## config.mk

```make
export PLATFORM = sky130hd
export DESIGN_NAME = c_bus_wb_arbiter_flat
export DESIGN_NICKNAME = d
export VERILOG_FILES = /design/src/rtl/c_bus_wb_arbiter_pkg.sv /design/src/rtl/c_bus_wb_arbiter_if.sv /design/src/rtl/c_bus_wb_arbiter_sat_counter.sv /design/src/rtl/c_bus_wb_arbiter.sv /design/src/flat_wrapper.sv
export SDC_FILE = /design/constraint.sdc
export NUM_CORES = 1
export LEC_CHECK = 0
export ABC_AREA = 1
export BUFFER_PORTS_ARGS = -buffer_cell sky130_fd_sc_hd__buf_2
export CORE_MARGIN = 4
export CORE_UTILIZATION = 45
export CTS_CLUSTER_DIAMETER = 60
export DETAILED_ROUTE_END_ITERATION = 6
export MAX_ROUTING_LAYER = met4
export PLACE_DENSITY = 0.77
export SYNTH_ARGS = -nofsm -noshare
export SYNTH_HDL_FRONTEND = slang
export SYNTH_HIERARCHICAL = 1
export SYNTH_SLANG_ARGS = --single-unit
```

## constraint.sdc

```tcl
create_clock -name CLOCK_50 -period 1.6 [get_ports CLOCK_50]
set_input_delay 0.08 -clock CLOCK_50 [delete_from_list [all_inputs] [get_ports CLOCK_50]]
set_output_delay 0.08 -clock CLOCK_50 [all_outputs]
set_load 0.005 [all_outputs]
```

## src/rtl/c_bus_wb_arbiter_pkg.sv

```systemverilog
// rtl/c_bus_wb_arbiter_pkg.sv - shared constants for the C-bus write-back arbiter
package cbus_wb_pkg;

    localparam int REG_ADDR_W_DEF = 6;

    typedef logic [0:0] wb_state_t;

    localparam wb_state_t IDLE      = 1'b0;
    localparam wb_state_t LOAD_PEND = 1'b1;

    localparam logic C_SEL_ALU = 1'b0;
    localparam logic C_SEL_MEM = 1'b1;

    // Width of a counter that must hold values 0..max_val.
    function automatic int cnt_width(input int max_val);
        return (max_val < 2) ? 1 : $clog2(max_val + 1);
    endfunction

endpackage

```

## src/rtl/c_bus_wb_arbiter_if.sv

```systemverilog
// rtl/c_bus_wb_arbiter_if.sv - datapath/memory/register-file signals of the C-bus write-back arbiter
interface c_bus_wb_arbiter_if
    import cbus_wb_pkg::*;
#(
    parameter int REG_ADDR_W = REG_ADDR_W_DEF
);
    logic                  LOAD_ISSUE;
    logic [REG_ADDR_W-1:0] LOAD_DEST;
    logic                  LOAD_BUSY;
    logic                  MEM_VALID;
    logic                  MEM_READY;
    logic                  ALU_VALID;
    logic [REG_ADDR_W-1:0] ALU_DEST;
    logic                  ALU_READY;
    logic                  C_SELECT;
    logic                  RF_WR_EN;
    logic [REG_ADDR_W-1:0] RF_WR_ADDR;
    logic                  LOAD_ERR;
    logic                  ERR_CLR;

    // Datapath / memory side
    modport master (
        output LOAD_ISSUE, LOAD_DEST, MEM_VALID, ALU_VALID, ALU_DEST, ERR_CLR,
        input  LOAD_BUSY, MEM_READY, ALU_READY, C_SELECT, RF_WR_EN, RF_WR_ADDR, LOAD_ERR
    );

    // Arbiter side
    modport slave (
        input  LOAD_ISSUE, LOAD_DEST, MEM_VALID, ALU_VALID, ALU_DEST, ERR_CLR,
        output LOAD_BUSY, MEM_READY, ALU_READY, C_SELECT, RF_WR_EN, RF_WR_ADDR, LOAD_ERR
    );

endinterface

```

## src/rtl/c_bus_wb_arbiter_sat_counter.sv

```systemverilog
// rtl/c_bus_wb_arbiter_sat_counter.sv - saturating event counter with increment enable
module wb_sat_counter #(
    parameter int CNT_W = 16
) (
    input  logic             clk,
    input  logic             rst,
    input  logic             inc,
    output logic [CNT_W-1:0] count
);

    always_ff @(posedge clk or posedge rst) begin
        if (rst) begin
            count <= '0;
        end else if (inc && (count != {CNT_W{1'b1}})) begin
            count <= count + 1'b1;
        end
    end

endmodule

```

## src/rtl/c_bus_wb_arbiter.sv

```systemverilog
// rtl/c_bus_wb_arbiter.sv - C-bus write-back arbiter: ALU vs. one outstanding load, WAW stall, load timeout
// Optional statistics counters are built when CBUS_WB_STATS_EN is defined.
module c_bus_wb_arbiter
    import cbus_wb_pkg::*;
#(
    parameter int REG_ADDR_W  = REG_ADDR_W_DEF,
    parameter int TIMEOUT_CYC = 16
`ifdef CBUS_WB_STATS_EN
    ,
    parameter int CNT_W       = 16
`endif
) (
    input  logic                 CLOCK_50,
    input  logic                 RESET_InHigh,
    c_bus_wb_arbiter_if.slave    bus
`ifdef CBUS_WB_STATS_EN
    ,
    output logic [CNT_W-1:0]     STAT_MEM_WR,
    output logic [CNT_W-1:0]     STAT_ALU_WR,
    output logic [CNT_W-1:0]     STAT_ALU_STALL
`endif
);

    localparam int              TO_W   = cnt_width(TIMEOUT_CYC - 1);
    localparam logic [TO_W-1:0] TO_MAX = TO_W'(TIMEOUT_CYC - 1);

    wb_state_t             state;
    logic [REG_ADDR_W-1:0] pend_dest;
    logic [TO_W-1:0]       to_cnt;
    logic                  load_err;

    logic run;
    logic pending;
    logic mem_wr;
    logic alu_ready;
    logic alu_wr;
    logic alu_stall;
    logic timeout;

    // Outputs are forced low while reset is held, independent of state.
    always_comb begin
        run       = ~RESET_InHigh;
        pending   = (state == LOAD_PEND);
        mem_wr    = run & pending & bus.MEM_VALID;
        alu_ready = run & (~pending | (~bus.MEM_VALID & (bus.ALU_DEST != pend_dest)));
        alu_wr    = alu_ready & bus.ALU_VALID;
        alu_stall = run & bus.ALU_VALID & ~alu_ready;
        timeout   = pending & ~bus.MEM_VALID & (to_cnt == TO_MAX);
    end

    always_comb begin
        bus.LOAD_BUSY  = run & pending;
        bus.MEM_READY  = mem_wr;
        bus.ALU_READY  = alu_ready;
        bus.RF_WR_EN   = mem_wr | alu_wr;
        bus.C_SELECT   = mem_wr ? C_SEL_MEM : C_SEL_ALU;
        bus.RF_WR_ADDR = '0;
        if (mem_wr) begin
            bus.RF_WR_ADDR = pend_dest;
        end else if (alu_wr) begin
            bus.RF_WR_ADDR = bus.ALU_DEST;
        end
        bus.LOAD_ERR   = run & load_err;
    end

    always_ff @(posedge CLOCK_50 or posedge RESET_InHigh) begin
        if (RESET_InHigh) begin
            state     <= IDLE;
            pend_dest <= '0;
            to_cnt    <= '0;
        end else begin
            case (state)
                IDLE: begin
                    if (bus.LOAD_ISSUE) begin
                        state     <= LOAD_PEND;
                        pend_dest <= bus.LOAD_DEST;
                        to_cnt    <= '0;
                    end
                end
                LOAD_PEND: begin
                    // A response in the timeout cycle still completes the load.
                    if (bus.MEM_VALID || timeout) begin
                        state <= IDLE;
                    end else begin
                        to_cnt <= to_cnt + 1'b1;
                    end
                end
                default: state <= IDLE;
            endcase
        end
    end

    always_ff @(posedge CLOCK_50 or posedge RESET_InHigh) begin
        if (RESET_InHigh) begin
            load_err <= 1'b0;
        end else if (timeout) begin
            load_err <= 1'b1;
        end else if (bus.ERR_CLR) begin
            load_err <= 1'b0;
        end
    end

`ifdef CBUS_WB_STATS_EN
    wb_sat_counter #(.CNT_W(CNT_W)) u_stat_mem_wr (
        .clk   (CLOCK_50),
        .rst   (RESET_InHigh),
        .inc   (mem_wr),
        .count (STAT_MEM_WR)
    );

    wb_sat_counter #(.CNT_W(CNT_W)) u_stat_alu_wr (
        .clk   (CLOCK_50),
        .rst   (RESET_InHigh),
        .inc   (alu_wr),
        .count (STAT_ALU_WR)
    );

    wb_sat_counter #(.CNT_W(CNT_W)) u_stat_alu_stall (
        .clk   (CLOCK_50),
        .rst   (RESET_InHigh),
        .inc   (alu_stall),
        .count (STAT_ALU_STALL)
    );
`endif

endmodule

```

## src/flat_wrapper.sv

```systemverilog
// flat-port wrapper written by rule: the top's interface ports become plain ports
module c_bus_wb_arbiter_flat import cbus_wb_pkg::*;
#(
    parameter int REG_ADDR_W  = REG_ADDR_W_DEF,
    parameter int TIMEOUT_CYC = 16

)
  (CLOCK_50, RESET_InHigh, bus_LOAD_ISSUE, bus_LOAD_DEST, bus_MEM_VALID, bus_ALU_VALID, bus_ALU_DEST, bus_ERR_CLR, bus_LOAD_BUSY, bus_MEM_READY, bus_ALU_READY, bus_C_SELECT, bus_RF_WR_EN, bus_RF_WR_ADDR, bus_LOAD_ERR);
  c_bus_wb_arbiter_if #(.REG_ADDR_W(REG_ADDR_W)) bus_i ();
  input  logic CLOCK_50;
  input  logic RESET_InHigh;
  input wire logic [$bits(bus_i.LOAD_ISSUE)-1:0] bus_LOAD_ISSUE;
  input wire logic [$bits(bus_i.LOAD_DEST)-1:0] bus_LOAD_DEST;
  input wire logic [$bits(bus_i.MEM_VALID)-1:0] bus_MEM_VALID;
  input wire logic [$bits(bus_i.ALU_VALID)-1:0] bus_ALU_VALID;
  input wire logic [$bits(bus_i.ALU_DEST)-1:0] bus_ALU_DEST;
  input wire logic [$bits(bus_i.ERR_CLR)-1:0] bus_ERR_CLR;
  output wire logic [$bits(bus_i.LOAD_BUSY)-1:0] bus_LOAD_BUSY;
  output wire logic [$bits(bus_i.MEM_READY)-1:0] bus_MEM_READY;
  output wire logic [$bits(bus_i.ALU_READY)-1:0] bus_ALU_READY;
  output wire logic [$bits(bus_i.C_SELECT)-1:0] bus_C_SELECT;
  output wire logic [$bits(bus_i.RF_WR_EN)-1:0] bus_RF_WR_EN;
  output wire logic [$bits(bus_i.RF_WR_ADDR)-1:0] bus_RF_WR_ADDR;
  output wire logic [$bits(bus_i.LOAD_ERR)-1:0] bus_LOAD_ERR;
  assign bus_i.LOAD_ISSUE = bus_LOAD_ISSUE;
  assign bus_i.LOAD_DEST = bus_LOAD_DEST;
  assign bus_i.MEM_VALID = bus_MEM_VALID;
  assign bus_i.ALU_VALID = bus_ALU_VALID;
  assign bus_i.ALU_DEST = bus_ALU_DEST;
  assign bus_i.ERR_CLR = bus_ERR_CLR;
  assign bus_LOAD_BUSY = bus_i.LOAD_BUSY;
  assign bus_MEM_READY = bus_i.MEM_READY;
  assign bus_ALU_READY = bus_i.ALU_READY;
  assign bus_C_SELECT = bus_i.C_SELECT;
  assign bus_RF_WR_EN = bus_i.RF_WR_EN;
  assign bus_RF_WR_ADDR = bus_i.RF_WR_ADDR;
  assign bus_LOAD_ERR = bus_i.LOAD_ERR;
  c_bus_wb_arbiter #(.REG_ADDR_W(REG_ADDR_W), .TIMEOUT_CYC(TIMEOUT_CYC)) u_core (.CLOCK_50(CLOCK_50), .RESET_InHigh(RESET_InHigh), .bus(bus_i));
endmodule
```

==> impl_summary.txt <==
----------------------------------------------------
[Min path]
  HP Class ... in2reg

[Timing]
  Total Neg Setup Slack ... 0 ps
  RSZ-0062 raised after global routing ... true
  Number of endpoints with negative hold slack in the final report ... 0
  Worst-Margin Slew ... 309 ps
  Maximum clock rate ... 650 MHz
  Number of pins exceeding their max-slew limit in the final report ... 0
  Final worst setup slack ... 60.4 ps
  Worst-case clock skew ... 0.874 ps
  Worst hold slack ... 13.7 ps
  Setup violation total in the final timing report ... 0
  Final critical-path share of the clock period ... 0.962
  Worst max-slew margin expressed relative to the limit ... 0.794
  Final min period ... 1540 ps

[GRT]
  Met3 Track Usage GR ... 0.0489
  Met2 layer usage reported by global route ... 0.288
  All-layer global routing usage ... 0.161
  Largest net degree at the start of global routing ... 15
  First-pass GRT wire length ... 2990 um
  Grt total ovfl ... 0
  Vias in the first global route ... 706
  Met1 demand-to-capacity share in global routing ... 0.174
  Layer with the highest usage after global routing ... met2
  Initial antenna violation count ... 0

[Power]
  Standby leakage power ... roughly 0.0006 uW
  Maximum vdd ir drop ... 0.813 mV
  Total power density per cell area ... a little over 900 mW/mm^2

[Placed design]
  Detail Placement HPWL ... 1450 um
  Count of buffers from port buffering ... 29
  Routability congestion estimate from global placement ... 0.821
  Area after detailed placement ... slightly above 900 sq um
  Dpl ws ... ~230 ps

[Floorplanning]
  Initial standard-cell utilization of the core ... 0.491
  Cell row count ... 14
  Top-level I/O count ... 30
  Core region area ... 0.00156 sq mm
  Die ar. ... 0.00243 sq mm
  Die span in x ... 49.3 um
  Y dimension of the die ... 49.3 um

[Synth]
  Cells after synthesis ... 110
  Top-count cell post-synth ... nand2_1
  Async set-reset flop share out of synthesis ... 1.00
  Count of distinct cell types in the synthesized netlist ... 20
  Total of flip-flops plus latches after synthesis ... 12
  Area share of the largest cell type after synthesis ... 0.392
  Top cell type by total area after synthesis ... dfrtp_1
  Sequential area share after synthesis ... 0.392
  Yosys warning count ... 6
  Most common library cells after synthesis ... nand2_1, inv_1, dfrtp_1
  Top area cells in the synthesized netlist ... dfrtp_1, nand2_1, inv_1, nand4_1, o21ai_0
  Syn avg cell area ... 6.96 sq um
  Syn nets ... roughly 130
  Most instantiated flip-flop cell in the synthesis netlist ... dfrtp_1
  Area of the mapped netlist ... 766 sq um
  EDFF count, synth ... 0

[Detailed routing]
  Total Wirelength ... between 1500 and 2000 um
  Detail Route Antenna Nets ... 0
  DR WL/cell ... between 10 and 15 um
  Length of the first detailed-routing pass in iterations ... 4
  Count of unresolved DRC violations after routing ... 0
  Initial drt markers ... 14
  Overall via count from detail_route ... 814
  Average vias per placed instance ... 5.02

[Critical path]
  Crit-path max FO ... 6
  Critical path class ... reg2out
  CP Launch Type ... flip-flop
  Worst endpoint data arrival time ... 1460 ps
  Max incr delay on CP ... about 360 ps
  Worst path most repeated cell ... nand2_1
  Crit-path cells ... inv_1, nand2_1, nand2_1, nor2_1, nand3_1, nand2_1, nand2_2, nand4_1, nand2_1, buf_2
  Slowest-stage cell, CP ... dfrtp_1
  Endpoint class of the critical path ... output pin
  Critical path required time ... 1520 ps

[Clocking]
  Clock H-tree levels ... 1
  Clock Root Buffer ... clkbuf_4
  Clk sink count ... 12
  Clock latency reported for the late side of the worst-skew pair ... 270 ps
  Clock transition time at the flip-flop clock pins of the worst setup and hold paths ... 70 ps
  TritonCTS clock tree ... built
  Clock buffer depth ... 2
  Number of buffers created by CTS ... 3

[Run status]
  Run status ... completed

[Final layout]
  Diode insertion count for antenna repair ... 0
  Area Growth Syn to Fin ... 29.9%
  Net count of the finished layout ... 166
  Proportion of layout cells with a drive suffix above 1 ... 0.315
  Final instance area ... 995 sq um

[Flow run]
  Max-Cap Viols ... 0

----------------------------------------------------
flip-flops by register name (all words and copies together), names as in the netlist:
| signal | count |
|---|---|
| u_core/load_err | 1 |
| u_core/pend_dest | 6 |
| u_core/to_cnt | 4 |
| u_core/pending | 1 |
kinds of logic after synthesis:
logic type,after synthesis,synth area share
buffers and inverters,21,0.113
adder cells (fa/ha/maj),1,0.0163
AND/OR/NAND/NOR,64,0.387
AO/OA/AOI/OAI,11,0.0801
XOR/XNOR,1,0.0114
flip-flops,12,0.392
timing repair:
action / in CTS / in global routing
setup endpoints to repair: 0 / 7
resized for setup: 0 / 2
buffers inserted: 0 / 2
hold buffers: 2 / 0
hold endpoints to repair: 4 / 0
where the power goes:
group / switching, uW / total [uW] / internal [uW]
Combinational: 157 / 273 / 117
Clock: 97.6 / 236 / 138
Sequential: 51.4 / 411 / 359
per-layer routing:
| metal | up-vias | part of all wire |
|---|---|---|
| met3 | 2 | 0.058 |
| met4 | 0 | 0.0064 |
| met2 | 21 | 0.53 |
| met1 | 376 | 0.41 |
| met5 | - | 0 |
| li1 | 415 | - |
critical path: cells and delay by family, from the launching register on:
kind	cells	cell delay [ps]
buffers and inverters	2	180
flip-flops	1	360
AND/OR/NAND/NOR	8	650
layout make-up:
class,instances,area [sq um]
clock buffer,4,36.3
fill,139,564
timing repair buffer,34,188
inverter,19,71.3
tap,16,20.0
multi-input combinational,77,379
sequential,12,300
layout by cell type (no fill, tap or decap):
master and instances:
nand2_1 42, buf_2 29, inv_1 15, dfrtp_1 12
nand4_1 7, o21ai_0 7, nor2_1 5, inv_2 4
clkbuf_4 3, nand3_1 3, buf_4 3, dlygate4sd3_1 2
nand2_2 2, a21oi_1 2, clkbuf_8 1, o32ai_1 1
nand3_2 1, nand2_4 1, xor2_1 1, nor2_4 1
o21a_1 1, and3_1 1, nor3_2 1, ha_1 1
through the flow:
| stage | instances | power, uW | utilization |
|---|---|---|---|
| after global routing | 162 | 986 | 0.638 |
| after floorplan | 110 | 573 | - |
| after global placement | 154 | 651 | 0.592 |
| final | 162 | 920 | 0.638 |
| after CTS | 160 | 908 | 0.628 |
| after detailed placement | 154 | 665 | 0.592 |
final timing paths:
| path | slack [ps] | startpoint | depth (start not counted) | endpoint |
|---|---|---|---|---|
| max | 60 | u_core/pend_dest[4]$_DFFE_PP0P_ | 10 | bus_RF_WR_ADDR[0] |
| max in group asynchronous | 810 | RESET_InHigh | 4 | u_core/to_cnt[3]$_DFFE_PP0P_ |
| min | 10 | bus_LOAD_DEST[4] | 3 | u_core/pend_dest[4]$_DFFE_PP0P_ |
| max reg2reg | 200 | u_core/to_cnt[0]$_DFFE_PP0P_ | 7 | u_core/to_cnt[3]$_DFFE_PP0P_ |
| min reg2reg | 540 | u_core/load_err$_DFFE_PP0P_ | 2 | u_core/load_err$_DFFE_PP0P_ |
| min in group asynchronous | 360 | RESET_InHigh | 3 | u_core/pend_dest[2]$_DFFE_PP0P_ |
Note: power is estimated with default switching activity, not from simulation.
